===== config.mk =====
export PLATFORM = sky130hd
export DESIGN_NAME = irq_pending_ctrl
export DESIGN_NICKNAME = d
export VERILOG_FILES = /design/src/rtl/irq_pkg.sv /design/src/rtl/priority_encoder.sv /design/src/rtl/irq_pending_ctrl.sv
export SDC_FILE = /design/constraint.sdc
export NUM_CORES = 1
export LEC_CHECK = 0
export ABC_CLOCK_PERIOD_IN_PS = 2500
export CAP_MARGIN = 0
export CORE_AREA = 2 2 39 41
export CTS_CLUSTER_DIAMETER = 100
export DETAILED_ROUTE_END_ITERATION = 10
export DIE_AREA = 0 0 41 43
export HOLD_SLACK_MARGIN = 0.08
export PLACE_DENSITY_LB_ADDON = 0.2
export REMOVE_ABC_BUFFERS = 1
export SYNTH_ARGS = -nofsm -noshare
export SYNTH_HDL_FRONTEND = slang
export SYNTH_SLANG_ARGS = --single-unit

===== constraint.sdc =====
create_clock -name clk -period 2.5 [get_ports clk]
set_clock_uncertainty 0.05 [all_clocks]
set_input_delay 0.375 -clock clk [delete_from_list [all_inputs] [get_ports clk]]
set_output_delay 0.375 -clock clk [all_outputs]
set_load 0.01 [all_outputs]

===== src/rtl/irq_pkg.sv =====
// Shared types and helpers for the interrupt pending controller.
package irq_pkg;

  // Index width for N sources; never narrower than 1 bit.
  function automatic int unsigned clog2(input int unsigned n);
    int unsigned r;
    int unsigned v;
    r = 0;
    v = n - 1;
    while (v != 0) begin
      r++;
      v = v >> 1;
    end
    return (r == 0) ? 1 : r;
  endfunction

  typedef enum logic {
    IDLE,
    PRESENT
  } state_t;

endpackage


===== src/rtl/priority_encoder.sv =====
// Combinational priority encoder: highest set bit of A wins; valid flags any set bit.
module priority_encoder
  import irq_pkg::*;
#(
  parameter int unsigned N = 4,
  localparam int unsigned IDW = clog2(N)
) (
  input  logic [N-1:0]   A,
  output logic [IDW-1:0] Y,
  output logic           valid
);

  // Ascending scan so the last (highest) set bit overwrites lower ones.
  always_comb begin
    Y     = '0;
    valid = 1'b0;
    for (int i = 0; i < int'(N); i++) begin
      if (A[i]) begin
        Y     = IDW'(i);
        valid = 1'b1;
      end
    end
  end

endmodule


===== src/rtl/irq_pending_ctrl.sv =====
// Rising-edge interrupt latch with masking and a valid/ack presentation stage.
// Optional sticky per-source overflow flags when IRQ_OVERFLOW_EN is defined.
module irq_pending_ctrl
  import irq_pkg::*;
#(
  parameter int unsigned N = 4,
  localparam int unsigned IDW = clog2(N)
) (
  input  logic           clk,
  input  logic           rst,
  input  logic [N-1:0]   req,
  input  logic [N-1:0]   mask,
  output logic           valid,
  output logic [IDW-1:0] id,
  input  logic           ack,
`ifdef IRQ_OVERFLOW_EN
  output logic [N-1:0]   ovf,
`endif
  output logic [N-1:0]   pend
);

  state_t         state;
  state_t         state_n;
  logic [N-1:0]   req_d;
  logic [N-1:0]   pending;
  logic [N-1:0]   pending_n;
  logic [N-1:0]   rise;
  logic [N-1:0]   clr;
  logic [N-1:0]   eligible;
  logic [IDW-1:0] enc_y;
  logic           enc_valid;
  logic           valid_n;
  logic [IDW-1:0] id_n;

  assign rise     = req & ~req_d;
  assign eligible = pending & ~mask;
  // Set has priority over clear so a coincident new edge is never lost.
  assign pending_n = (pending & ~clr) | rise;
  assign pend      = pending;

  priority_encoder #(.N(N)) u_enc (
    .A     (eligible),
    .Y     (enc_y),
    .valid (enc_valid)
  );

  // Next-state and presentation logic; presented id is frozen until ack.
  always_comb begin
    state_n = state;
    valid_n = valid;
    id_n    = id;
    clr     = '0;
    case (state)
      IDLE: begin
        valid_n = 1'b0;
        if (enc_valid) begin
          id_n    = enc_y;
          valid_n = 1'b1;
          state_n = PRESENT;
        end
      end
      PRESENT: begin
        if (ack) begin
          clr     = N'(1) << id;
          valid_n = 1'b0;
          state_n = IDLE;
        end
      end
      default: begin
        valid_n = 1'b0;
        state_n = IDLE;
      end
    endcase
  end

  always_ff @(posedge clk) begin
    if (rst) begin
      state   <= IDLE;
      req_d   <= '0;
      pending <= '0;
      valid   <= 1'b0;
      id      <= '0;
    end else begin
      state   <= state_n;
      req_d   <= req;
      pending <= pending_n;
      valid   <= valid_n;
      id      <= id_n;
    end
  end

`ifdef IRQ_OVERFLOW_EN
  logic [N-1:0] ovf_set;

  // Overflow: a new edge on a source still pending and not retiring this cycle.
  assign ovf_set = rise & pending & ~clr;

  always_ff @(posedge clk) begin
    if (rst) begin
      ovf <= '0;
    end else begin
      ovf <= (ovf & ~clr) | ovf_set;
    end
  end
`endif

endmodule


-- Word-level counts from Yosys, hierarchy flattened
Index checks and enable logic that the tools add are counted.
- reductions and logical operators: 1
- mux-type cells: 14
- order comparisons: 0
- shift operators: 1
- $mul: 0
- eq/ne operators: 1
- add/subtract/negate cells: 0
- bitwise operators: 8
- div/mod/pow operators: 0
- operators with widths (operator ; number):
    $and 4x4->4 ; 3
    $not 4->4 ; 3
    $mux 1 ; 8
    $mux 4 ; 2
    $mux 2 ; 2
    $or 4x4->4 ; 1
    $pmux 1 s2 ; 2
    $shl 1x2->4 const A ; 1
    $ne 2x2->1 const B ; 1
    $reduce_and 2->1 ; 1
    $not 1->1 ; 1
- memories: 0
- input port bits: 11
- bits in latches: 0
- ROM bits: 0
- logic and storage cells: 30
- RAM bits: 0
- register bits: 12

-- Longest topological paths before layout
- depth after elaboration: 8
- gate-level depth with buffers: 4
- depth with buffers taken out: 4

-- Modules after synthesis
From an unflattened synthesis, not the netlist that was laid out.
- cells, all modules: 49
- area total of the unflattened synthesis: 475.5 um^2
- modules (own cells, without submodules) (module ; cells each ; area each (um^2) ; seq. area each (um^2) ; instances):
    irq_pending_ctrl ; 45 ; 451.7 ; 240.2 ; 1
    priority_encoder ; 4 ; 23.8 ; 0.0 ; 1

-- Worst setup path before layout
OpenSTA, ideal clock, no wires.
- path type: input port to flip-flop
- start point: input port mask[0]
- end point: register id[0]
- setup slack: 1389 ps
- library setup time: 91 ps
- data arrival time: 970 ps
- path buffers: 0
- required time: 2359 ps
- stages on the path: 4
- cells stage by stage: nand2b_1 a41oi_2 nor2_1 a311oi_1
- cells in the longest elaborated chain, start to end: 7
- RTL lines (what ; line ; source):
    start, declared ; irq_pending_ctrl.sv:12 ; input logic [N-1:0] mask,
    $not 4->4 ; irq_pending_ctrl.sv:36 ; assign eligible = pending & ~mask;
    $and 4x4->4 ; irq_pending_ctrl.sv:36 ;
    $mux 1 (4 in series) ; priority_encoder.sv:18 ; if (A[i]) begin
    $reduce_and 2->1 (no line) ; -- ;
    end signal, assigned ; irq_pending_ctrl.sv:88 ; id <= id_n;
    end, declared ; irq_pending_ctrl.sv:14 ; output logic [IDW-1:0] id,
Every way passes these cells.
A chain may end at the register's enable or synchronous reset.

-- Final worst setup path
- start point: register id[1]
- end point: output port id[1]
No word-level cell between the ends.

==> flow_summary.yaml <==
run_status:
  status: "completed"
final_layout:
  final_cell_mix: "clkdlybuf4s50_1, dfxtp_1, a21oi_1, nor2b_1, nand2b_1"
  area_growth_pct: 41.2
  final_net_count: 82
  final_common_cell: "clkdlybuf4s50_1"
  drive_gt1_share_pct: 10.1
  diodes: 0
synthesis:
  synth_seq_cells: 12
  yosys_warnings: 0
  synth_area_per_cell_um2: 9.72
  synth.distinct_cells: 18
  synth.yosys.seq_area_share_pct: 48.5
  netlist_area_um2: 495
  yosys-top-cells-area: "dfxtp_1, nand2b_4, a21oi_1"
  yosysTopAreaCellShare_pct: 48.5
  yosys.area.top_type: "dfxtp_1"
  syn_inst: 51
setup_path:
  path_buf_inv: 1
  critPathMaxStageDelay_ps: 570
  critPathLaunchType: "flip-flop"
  timing.rr.end: "id[0]$_SDFFE_PP0P_"
  worstPathMaxFanout: 6
  path_depth: 1
  crit_arrival_ps: 1260
  end_kind: "output port"
  required_ps: 2080
  path_delay_family: "buffers and inverters"
  cp_slowest_cell: "clkdlybuf4s50_1"
  worstSetupPathType: "reg -> out"
  rrSetupSlack_ps: 1400
  cp_cell_sequence: "clkdlybuf4s50_1"
  reg2reg_from: "pend[3]$_SDFF_PP0_"
  reg2regPathDepth: 4
clock_network:
  root_buffer: "clkbuf_4"
  hold_buffers: 0
  cts_tree: "yes"
  cts_num_sinks: 12
  htree_levels: 1
  cts_resized: 0
  insertion_delay_ps: 270
  postCtsSetupBuffers: 0
  cts_made_buffers: 3
  path_clk_slew_ps: 70
  cts_max_path_buffers: 2
sta:
  final-hold-violation-count: 0
  finalCritPeriodShare_pct: 67.6
  rsz0062_at_grt: "false"
  fmax_mhz: 592
  finalCriticalPeriod_ps: 1690
  worst_pin_slew_ps: 408
  setup_viol: 0
  slew_violations: 0
  fin_setup_tns_ps: 0
  slew_headroom_pct: 72.7
drt:
  vias: 422
  ant_nets: 0
  drt_iter0_markers: 2
  via_per_inst: 4.96
  drt-pass1-iter-count: 3
  drc_errors: 0
  routed_wl_um: 889
  wl_per_cell_um: 10.5
hold_path:
  hp-class: "reg -> reg"
  whs_path_depth: 2
  min-delay-start: "valid$_SDFFE_PP0P_"
  hold-path-endpoint: "valid$_SDFFE_PP0P_"
global_routing:
  antenna_found_initial: 0
  grt_max_degree: 12
  grt_pass1_wl_um: 1410
  grt_util_all_layers_pct: 13.0
  first_global_vias: 362
  grt_overflow_total: 0
die:
  coreArea_mm2: 0.00138
  dieArea_mm2: 0.00176
  io_pins: 18
  initial_core_util_pct: 35.8
  die_x_um: 41
  fp.dieH_um: 43
  rows: 14
placed_design:
  dp_hpwl_um: 681
  portBuffers: 17
  place_congestion: 0.685
power_and_ir_drop:
  cellLeakagePower_nw: 0.265
  irDropWorstVdd_uv: 257
  p_total_mw: 0.420
  p_per_area_mw_per_mm2: 600
run:
  drv_cap: 0
==> synthesized netlist by cell type (all sizes together) <==
| cell | count |
|---|---|
| a21o | 1 |
| a21oi | 8 |
| a311oi | 1 |
| a41oi | 1 |
| buf | 1 |
| clkbuf | 1 |
| dfxtp | 12 |
| nand2 | 1 |
| nand2b | 8 |
| nand3 | 2 |
| nand4 | 2 |
| nor2 | 3 |
| nor2b | 5 |
| o21ai | 2 |
| o21bai | 1 |
| o31ai | 1 |
| or2b | 1 |
==> power breakdown <==
part	internal, mW	switching, mW	leakage [nW]
Combinational	0.0516	0.0292	0.151
Sequential	0.208	0.0178	0.0999
Clock	0.0557	0.0580	0.0138
Total	0.315	0.105	0.265
==> per-stage QoR <==
step	cell area, um^2	util, %	worst slack [ps]	std cells	hold slack (ps)
detailed placement	677	48.9	912	82	419
global placement	677	48.9	931	82	416
floorplan	487	-	1390	49	394
global route	699	50.5	746	85	457
CTS	699	50.5	796	85	432
finish	699	50.5	811	85	429
==> cells by family (layout without fill, tap and decap cells) <==
group | count (synthesis) | count (layout) | share of synthesized area (%)
DFF | 12 | 12 | 48.5
AOI/OAI and AO/OA | 15 | 15 | 19.7
and+or+nand+nor | 22 | 22 | 30.0
buffers and inverters | 2 | 20 | 1.77
==> sequential cells by signal, summed over array words and instances (netlist names) <==
signal	cells
pend	4
req_d	4
id	2
state	1
valid	1
==> worst max path at each step <==
stage,endpoint,slack (ps),from
6_report,id[1],810,id[1]$_SDFFE_PP0P_
5_1_grt,id[0],750,id[0]$_SDFFE_PP0P_
4_1_cts,id[1],800,id[1]$_SDFFE_PP0P_
3_5_place_dp,id[0]$_SDFFE_PP0P_,910,mask[0]
3_3_place_gp,id[0]$_SDFFE_PP0P_,930,mask[2]
2_1_floorplan,id[0]$_SDFFE_PP0P_,1390,mask[0]
==> layer usage <==
metal	GRT usage, %	routed length [um]	part of all wire (%)
met2	16.6	391	44
met5	0	0	0
met4	16.0	46	5.2
met3	3.14	39	4.4
met1	14.9	411	46
==> worst register-to-register path, cell delays in order, from the launching register on <==
cell      delay (ps)
dfxtp_1          400
nand2b_4          90
a41oi_2          190
nor2_1            60
a311oi_1         220
==> final cells by class <==
class | count | area, um^2
Tap cell | 16 | 20.0
Timing Repair Buffer | 17 | 170
Clock buffer | 3 | 22.5
Multi-Input combinational cell | 37 | 246
Fill cell | 150 | 684
Sequential cell | 12 | 240
No activity file was read; power rests on OpenSTA's default activity.
